===== src/rtl/reorder_buffer.sv =====
// rtl/reorder_buffer.sv - 16-entry in-order retirement queue with 4-wide allocate/retire
//
// Purpose: tracks issued instructions by 4-bit owner tag, captures results from
// two completion ports and retires up to four consecutive completed entries per
// cycle, oldest first, through a registered retirement write port.
//
// Optional feature macro: ROB_FLUSH_EN (adds the flush input).
//
// Ports (lane i of a flat bus sits in the MSB-most slice, lane 0 = MSBs):
//   clk, rst_n                          clock, async active-low reset
//   flush                               (ROB_FLUSH_EN only) discard all entries
//   alloc_valid_flat[4]/alloc_dest_flat[16]   allocate request lanes
//   alloc_ready                         count <= 12
//   alloc_tag_flat[16]                  tag per allocate lane (tail+k)
//   cmpl_valid[2]/cmpl_tag_flat[8]/cmpl_data_flat[32]   completion ports 0,1
//   retirement_write_data_enable_flat[4], retirement_target_reg_flat[16],
//   retirement_write_data_flat[64], instruction_writer_flat[16]   retire lanes
//   count[5]                            occupied entries 0..16

module reorder_buffer #(
    parameter int DEPTH    = 16,
    parameter int RETIRE_W = 4
) (
    input  logic        clk,
    input  logic        rst_n,
`ifdef ROB_FLUSH_EN
    input  logic        flush,
`endif
    input  logic [3:0]  alloc_valid_flat,
    input  logic [15:0] alloc_dest_flat,
    output logic        alloc_ready,
    output logic [15:0] alloc_tag_flat,
    input  logic [1:0]  cmpl_valid,
    input  logic [7:0]  cmpl_tag_flat,
    input  logic [31:0] cmpl_data_flat,
    output logic [3:0]  retirement_write_data_enable_flat,
    output logic [15:0] retirement_target_reg_flat,
    output logic [63:0] retirement_write_data_flat,
    output logic [15:0] instruction_writer_flat,
    output logic [4:0]  count
);

    logic [DEPTH-1:0]        valid_q, valid_d;
    logic [DEPTH-1:0]        done_q, done_d;
    logic [DEPTH-1:0][3:0]   dest_q, dest_d;
    logic [DEPTH-1:0][15:0]  data_q, data_d;
    logic [3:0]              head_q, head_d;
    logic [3:0]              tail_q, tail_d;
    logic [4:0]              count_q, count_d;

    logic [3:0]              ret_en_q, ret_en_d;
    logic [15:0]             ret_tgt_q, ret_tgt_d;
    logic [63:0]             ret_data_q, ret_data_d;
    logic [15:0]             ret_wr_q, ret_wr_d;

    logic [3:0]              c0_tag, c1_tag;
    logic [15:0]             c0_data, c1_data;
    logic                    c0_v, c1_v;
    logic                    alloc_fire;
    logic [2:0]              n_alloc, n_ret;
    logic                    stop;
    logic [3:0]              idx;

    assign c0_v    = cmpl_valid[1];
    assign c1_v    = cmpl_valid[0];
    assign c0_tag  = cmpl_tag_flat[7:4];
    assign c1_tag  = cmpl_tag_flat[3:0];
    assign c0_data = cmpl_data_flat[31:16];
    assign c1_data = cmpl_data_flat[15:0];

    // Readiness uses the pre-retire count so four free slots are guaranteed;
    // this also keeps new allocations clear of entries retiring this cycle.
    assign alloc_ready = (count_q <= 5'(DEPTH - RETIRE_W));
    assign alloc_fire  = alloc_ready && (|alloc_valid_flat);

    always_comb begin
        alloc_tag_flat = '0;
        for (int k = 0; k < RETIRE_W; k++) begin
            alloc_tag_flat[4*(3-k) +: 4] = tail_q + 4'(k);
        end
    end

    always_comb begin
        valid_d    = valid_q;
        done_d     = done_q;
        dest_d     = dest_q;
        data_d     = data_q;
        head_d     = head_q;
        tail_d     = tail_q;
        count_d    = count_q;
        ret_en_d   = '0;
        ret_tgt_d  = '0;
        ret_data_d = '0;
        ret_wr_d   = '0;
        n_alloc    = '0;
        n_ret      = '0;
        stop       = 1'b0;
        idx        = '0;

        // Completion: port 1 is applied last so it wins on a shared tag.
        if (c0_v && valid_q[c0_tag]) begin
            done_d[c0_tag] = 1'b1;
            data_d[c0_tag] = c0_data;
        end
        if (c1_v && valid_q[c1_tag]) begin
            done_d[c1_tag] = 1'b1;
            data_d[c1_tag] = c1_data;
        end

        // Retire the longest done prefix from head; uses pre-edge done state,
        // so a completion needs one more edge before it can retire.
        for (int j = 0; j < RETIRE_W; j++) begin
            idx = head_q + 4'(j);
            if (!stop && (5'(j) < count_q) && valid_q[idx] && done_q[idx]) begin
                n_ret                        = n_ret + 3'd1;
                valid_d[idx]                 = 1'b0;
                done_d[idx]                  = 1'b0;
                ret_en_d[3-j]                = 1'b1;
                ret_tgt_d[4*(3-j) +: 4]      = dest_q[idx];
                ret_data_d[16*(3-j) +: 16]   = data_q[idx];
                ret_wr_d[4*(3-j) +: 4]       = idx;
            end else begin
                stop = 1'b1;
            end
        end

        // Allocation targets only free slots, so it never collides with the
        // completion or retire updates above.
        for (int k = 0; k < RETIRE_W; k++) begin
            idx = tail_q + 4'(k);
            if (alloc_fire && alloc_valid_flat[3-k]) begin
                n_alloc      = n_alloc + 3'd1;
                valid_d[idx] = 1'b1;
                done_d[idx]  = 1'b0;
                dest_d[idx]  = alloc_dest_flat[4*(3-k) +: 4];
            end
        end

        head_d  = head_q + {1'b0, n_ret};
        tail_d  = tail_q + {1'b0, n_alloc};
        count_d = count_q + {2'b00, n_alloc} - {2'b00, n_ret};

`ifdef ROB_FLUSH_EN
        if (flush) begin
            valid_d    = '0;
            done_d     = '0;
            head_d     = head_q;
            tail_d     = head_q;
            count_d    = '0;
            ret_en_d   = '0;
            ret_tgt_d  = '0;
            ret_data_d = '0;
            ret_wr_d   = '0;
        end
`endif
    end

    always_ff @(posedge clk or negedge rst_n) begin
        if (!rst_n) begin
            valid_q    <= '0;
            done_q     <= '0;
            dest_q     <= '0;
            data_q     <= '0;
            head_q     <= '0;
            tail_q     <= '0;
            count_q    <= '0;
            ret_en_q   <= '0;
            ret_tgt_q  <= '0;
            ret_data_q <= '0;
            ret_wr_q   <= '0;
        end else begin
            valid_q    <= valid_d;
            done_q     <= done_d;
            dest_q     <= dest_d;
            data_q     <= data_d;
            head_q     <= head_d;
            tail_q     <= tail_d;
            count_q    <= count_d;
            ret_en_q   <= ret_en_d;
            ret_tgt_q  <= ret_tgt_d;
            ret_data_q <= ret_data_d;
            ret_wr_q   <= ret_wr_d;
        end
    end

    assign retirement_write_data_enable_flat = ret_en_q;
    assign retirement_target_reg_flat        = ret_tgt_q;
    assign retirement_write_data_flat        = ret_data_q;
    assign instruction_writer_flat           = ret_wr_q;
    assign count                             = count_q;

endmodule


===== config.mk =====
export PLATFORM = sky130hd
export DESIGN_NAME = reorder_buffer
export DESIGN_NICKNAME = d
export VERILOG_FILES = /design/src/rtl/reorder_buffer.sv
export SDC_FILE = /design/constraint.sdc
export NUM_CORES = 2
export LEC_CHECK = 0
export ABC_AREA = 1
export CAP_MARGIN = 20
export CORE_MARGIN = 2
export CORE_UTILIZATION = 35
export DETAILED_ROUTE_END_ITERATION = 10
export GPL_ROUTABILITY_DRIVEN = 0
export HOLD_SLACK_MARGIN = 0.03
export SLEW_MARGIN = 10
export SYNTH_ARGS = -nofsm -noshare
export SYNTH_HDL_FRONTEND = slang
export SYNTH_SLANG_ARGS = --single-unit

===== constraint.sdc =====
create_clock -name clk -period 5.45 [get_ports clk]
set_clock_uncertainty 0.05 [all_clocks]
set_input_delay 0.8175 -clock clk [delete_from_list [all_inputs] [get_ports clk]]
set_output_delay 0.8175 -clock clk [all_outputs]
set_load 0.03 [all_outputs]

### After elaboration in Yosys (flattened, before gate mapping)

Cells that the tools add are included.
W data, S select, Z words.

| operators by class | value |
|---|---|
| reductions and logical operators | 31 |
| bitwise gates (word level) | 26 |
| add/sub/neg operators | 16 |
| multiplexer cells | 125 |
| $lt $le $gt $ge | 25 |

Operator list:

| kind | number |
|---|---|
| $bwmux W256 | 2 |
| $mux W256 | 2 |
| $mux W16 | 28 |
| $bmux W16 S4 | 4 |
| $bwmux W64 | 4 |
| $mux W64 | 4 |
| $and A16 B16 Y16 | 12 |
| $demux W16 S4 | 2 |
| $not A16 Y16 | 8 |
| $or A16 B16 Y16 | 6 |
| $bmux W4 S4 | 4 |
| $demux W4 S4 | 4 |
| $mux W4 | 16 |
| $lt A4 B5 Y1 const B | 10 |
| $bmux W1 S4 | 10 |
| $demux W1 S4 | 10 |
| $ge A4 B1 Y1 const B | 10 |
| $mux W1 | 29 |
| $logic_and A1 B1 Y1 | 28 |
| $add A3 B1 Y3 const B | 6 |
| $mux W3 | 6 |
| $add A4 B2 Y4 const B | 4 |
| $lt A1 B5 Y1 const A | 2 |
| $lt A2 B5 Y1 const A | 2 |
| other kinds (7) | 10 |

| word-level totals | value |
|---|---|
| input bits | 64 |
| output and inout bits | 122 |
| register bits | 465 |
| word-level logic and storage cells | 264 |

### Logic depth before layout (Yosys ltp)

| logic depth | value |
|---|---|
| word-level depth | 26 |
| mapped depth | 38 |
| mapped depth without buffers | 31 |

### Worst setup path after synthesis

OpenSTA, ideal clock, no wires.

| timing path | value |
|---|---|
| kind | register -> register |
| start point | register head_q[1] |
| end point | register count_q[4], in the netlist count[4] |
| setup slack | -0.106 ns |
| data required time | 5.320 ns |
| data arrival time | 5.426 ns |
| stages on the path, launching flop included | 34 |
| path through | dfrtp_1 inv_2 buf_4 buf_6 buf_2 buf_1 ha_1 clkbuf_1 inv_1 buf_2 nand3_1 nand2_1 nand2_1 nand3_2 nor2_4 nand2_4 inv_1 ha_1 inv_1 a21oi_1 nand2_1 nor2_4 nand3_4 inv_2 nand2_1 nand2_1 inv_1 ha_1 nor2_1 nor2_1 fa_1 fa_1 o21ai_0 xnor2_1 |

| between the ends | value |
|---|---|
| longest elaborated chain between the ends | 19 |

RTL lines:

| what | RTL line | RTL |
|---|---|---|
| start, declared | 47 | `logic [3:0] head_q, head_d;` |
| start signal, assigned | 164 | `head_q <= '0;` |
| start signal, assigned | 176 | `head_q <= head_d;` |
| branches (longest 17 deep; another with $add A3 B1 Y3) | - |  |
| $mux W3 (*) | 114 | `if (!stop && (5'(j) < count_q) && valid_q[idx] && done_q[idx]) begin` |
| $sub A5 B3 Y5 (*) | 141 | `count_d = count_q + {2'b00, n_alloc} - {2'b00, n_ret};` |
| via count_d[4] | 49 | `logic [4:0] count_q, count_d;` |
| end signal, assigned | 178 | `count_q <= count_d;` |
| end, declared | 49 |  |

Mark *: on every way through the listed nets, which the timed path passes. The select of a mux whose other input is x is not followed.

### Worst setup path after layout

Ends and elaborated chain as after synthesis.

==> impl_metrics.json <==
{
  "status": "complete, no violations",
  "internal-power_mw": 12.8,
  "yosysWarnings": 0,
  "min_period_ns": 5.03,
  "dieArea_sq_mm": 0.105,
  "async_flop_share_pct": 100,
  "synth_most_common_cell": "nand2_1",
  "path_common_cell": "inv_2",
  "ys_seq_area_share_pct": 32.4,
  "end_kind": "register",
  "syn_avg_cell_area_sq_um": 6.20,
  "cts_htree_levels": 2,
  "finalWorstSetupSlack_ns": 0.417,
  "setup_viol": 0,
  "io_pins": 186,
  "clockBufferDepth": 3,
  "cp_max_fo": 22,
  "clk_latency_ns": 0.71,
  "worst_pin_slew_ns": 1.26,
  "die_w_um": 324,
  "drc_errors": 0,
  "cp_top_family": "adder cells",
  "swShare_pct": 56.4,
  "arrival_ns": 5.58,
  "synth_top_area_share_pct": 32.4,
  "synth_edf_count": 0,
  "period_share_pct": 92.4,
  "path_buf_inv": 7,
  "synth.net_count": 5889,
  "grt_antenna_before_repair": 23,
  "cts_buffers": 59,
  "vias": 41030,
  "hpwl_um": 116000,
  "p_seq_share_pct": 20.5,
  "drtAntennaViolNets": 0,
  "clockRootBuffer": "clkbuf_16",
  "p_comb_share_pct": 64.6,
  "drt_iter0_markers": 6153,
  "wire_per_inst_um": 24.2,
  "leakagePower_nw": 20.2,
  "ys.flop_type": "dfrtp_1",
  "critPathMaxStageDelay_ns": 0.55,
  "clock-sinks": 465,
  "cp_data_required_time_ns": 6.00,
  "synth.area.top_cells": "dfrtp_1 32%, nand2_1 20%, o21ai_0 11%, nor2_1 6.0%, inv_1 5.8%",
  "gr-total-overflow": 0,
  "via_per_inst": 5.71,
  "dpl_worst_slack_ns": 0.409,
  "start_util_pct": 35.3,
  "drt-total-wl_um": 174000,
  "core_area_sq_mm": 0.102,
  "path_class": "reg2reg",
  "grt_util_all_layers_pct": 32.2,
  "slowest_stage": "dfrtp_4",
  "clk_pin_slew_ns": 0.06,
  "grt_max_degree": 230,
  "rsz0062_at_grt": "no",
  "post_cts_buffers": 0,
  "synthesis.area_sq_mm": 0.0359,
  "first_global_vias": 35749,
  "synthCells": 5782,
  "io_buffers": 185,
  "p_switching_mw": 16.6,
  "powerDensity_mw_per_mm2": 717,
  "yosys_register_bits": 465,
  "slew_headroom_pct": 15.8,
  "die_h_um": 324,
  "peakVddDrop_mv": 0.622,
  "cts_tree": "done",
  "cp-start-kind": "register",
  "fin_util_pct": 40.2,
  "hold_viol": 0,
  "drtPass1Iterations": 9,
  "postPlaceCellArea_sq_mm": 0.0387,
  "tns_ns": 0,
  "synthToLayoutAreaGrowth_pct": 14.0,
  "slew_viol_final": 0,
  "synth_top_cells_by_count": "1883 x nand2_1, 812 x o21ai_0, 578 x nor2_1",
  "clock.fmax_mhz": 199,
  "layout-drive-gt1-share_pct": 5.65,
  "cap_violations": 0,
  "fin_area_sq_mm": 0.0409,
  "ys_types": 54,
  "hold_class": "reg2reg",
  "fin_nets": 5864,
  "synth_area_leader_cell": "dfrtp_1",
  "grt_first_pass_wirelength_um": 248000,
  "p_clk_share_pct": 14.9,
  "fp-row-count": 117
}
-- worst reg2reg max path: stages, from the launching register on --
cell and delay, ns:
dfrtp_4 0.55, ha_1 0.29, xnor2_4 0.29, inv_2 0.13, nand2_4 0.13, inv_2 0.04, nand2_1 0.07, nand3_2 0.10
nor2_4 0.15, nand2_4 0.05, inv_1 0.07, ha_1 0.18, inv_1 0.07, a21oi_1 0.12, nand2_1 0.10, nor2_4 0.21
nand3_4 0.11, inv_2 0.07, buf_4 0.26, nand2_2 0.14, buf_4 0.24, nor2_1 0.14, nor2_2 0.08, fa_1 0.47
fa_1 0.43, o21ai_0 0.28, xnor2_1 0.15
-- layer usage --
| layer | track usage (%) | part of all wire, % |
|---|---|---|
| met3 | 10.3 | 15 |
| met1 | 44.5 | 39 |
| met5 | 0 | 0.062 |
| met2 | 44.7 | 40 |
| met4 | 16.0 | 5.9 |
-- area by class of cell --
type                    instances  area [sq um]
clock buffers                  76          1690
flip-flops and latches        465         11600
well taps                    1368          1710
inverters                     578          2190
diodes                          7          17.5
multi-input cells            4347         20300
repair buffers                306          2880
clock inverters                36           434
fillers                     10710         60900
-- kinds of logic (layout without fill, tap and decap cells) --
kind of cell	after synthesis	count (layout)	synth area share [%]
multiplexers	6	6	0.167
other	0	7	0
AO/OA/AOI/OAI	1350	1350	21.0
flip-flops	465	465	32.4
AND/OR/NAND/NOR	2934	2934	33.3
adder cells (fa/ha/maj)	43	43	1.60
XOR/XNOR	14	14	0.363
buffers and inverters	970	996	11.1
-- state kept, by name, summed over array words and instances (netlist names) --
register	flops
dest_q	64
count	5
head_q	4
retirement_target_reg_flat	16
retirement_write_data_enable_flat	4
instruction_writer_flat	16
valid_q	16
retirement_write_data_flat	64
done_q	16
data_q	256
tail_q	4
-- power by group through the flow --
stage | clock, mW | combinational (mW) | sequential (mW)
after floorplan | 0 | 11.9 | 5.80
after global placement | 0 | 17.9 | 5.97
after detailed placement | 0 | 18.1 | 6.00
after CTS | 4.41 | 18.1 | 5.95
after global routing | 4.54 | 20.3 | 6.13
final | 4.37 | 19.0 | 6.01
-- layout by cell type, fill, tap and decap left out, types with 8 or more instances in the layout --
cell                n
a211oi_1           15
a21oi_1           214
a22o_1             16
a22oi_1            21
a31oi_1            67
a32o_1             18
buf_4             112
clkbuf_16          60
clkbuf_8           13
clkdlybuf4s50_1   184
clkinv_2           14
clkinvlp_4          8
dfrtp_1           463
ha_1               37
inv_1             556
inv_2              14
nand2_1          1882
nand3_1           317
nand3_2             9
nand4_1            43
nand4_2            10
nor2_1            571
nor2_2             14
nor3_1             39
nor4_1             17
o211ai_1           91
o21a_1             14
o21ai_0           812
o21bai_1           23
o22ai_1            36
xor2_1              8
-- worst paths after layout --
check / from / to / slack, ns / cells after the start
max: head_q[1]$_DFF_PN0_ / count[4]$_DFF_PN0_ / 0.42 / 26
min: data_q[246]$_DFF_PN0_ / data_q[246]$_DFF_PN0_ / 0.52 / 4
max reg2reg: head_q[1]$_DFF_PN0_ / count[4]$_DFF_PN0_ / 0.42 / 26
min reg2reg: data_q[246]$_DFF_PN0_ / data_q[246]$_DFF_PN0_ / 0.52 / 4
max in group asynchronous: rst_n / data_q[48]$_DFF_PN0_ / 3.51 / 3
min in group asynchronous: rst_n / retirement_target_reg_flat[14]$_DFF_PN0_ / 0.60 / 2
-- metrics by stage --
| stage | hold WS, ns | total power, mW | cells |
|---|---|---|---|
| CTS | 0.518 | 28.5 | 7174 |
| global placement | 0.492 | 23.9 | 7060 |
| finish | 0.518 | 29.3 | 7183 |
| floorplan | 0.472 | 17.7 | 5782 |
| detailed placement | 0.502 | 24.1 | 7061 |
| global route | 0.534 | 31.0 | 7181 |
-- timing repair --
item | 4_1_cts | 5_1_grt
hold buffers | 1 | 0
setup endpoints to repair | 0 | 1
resized for setup | 0 | 1
hold endpoints to repair | 39 | 0
Power figures use the tool's default switching activity.
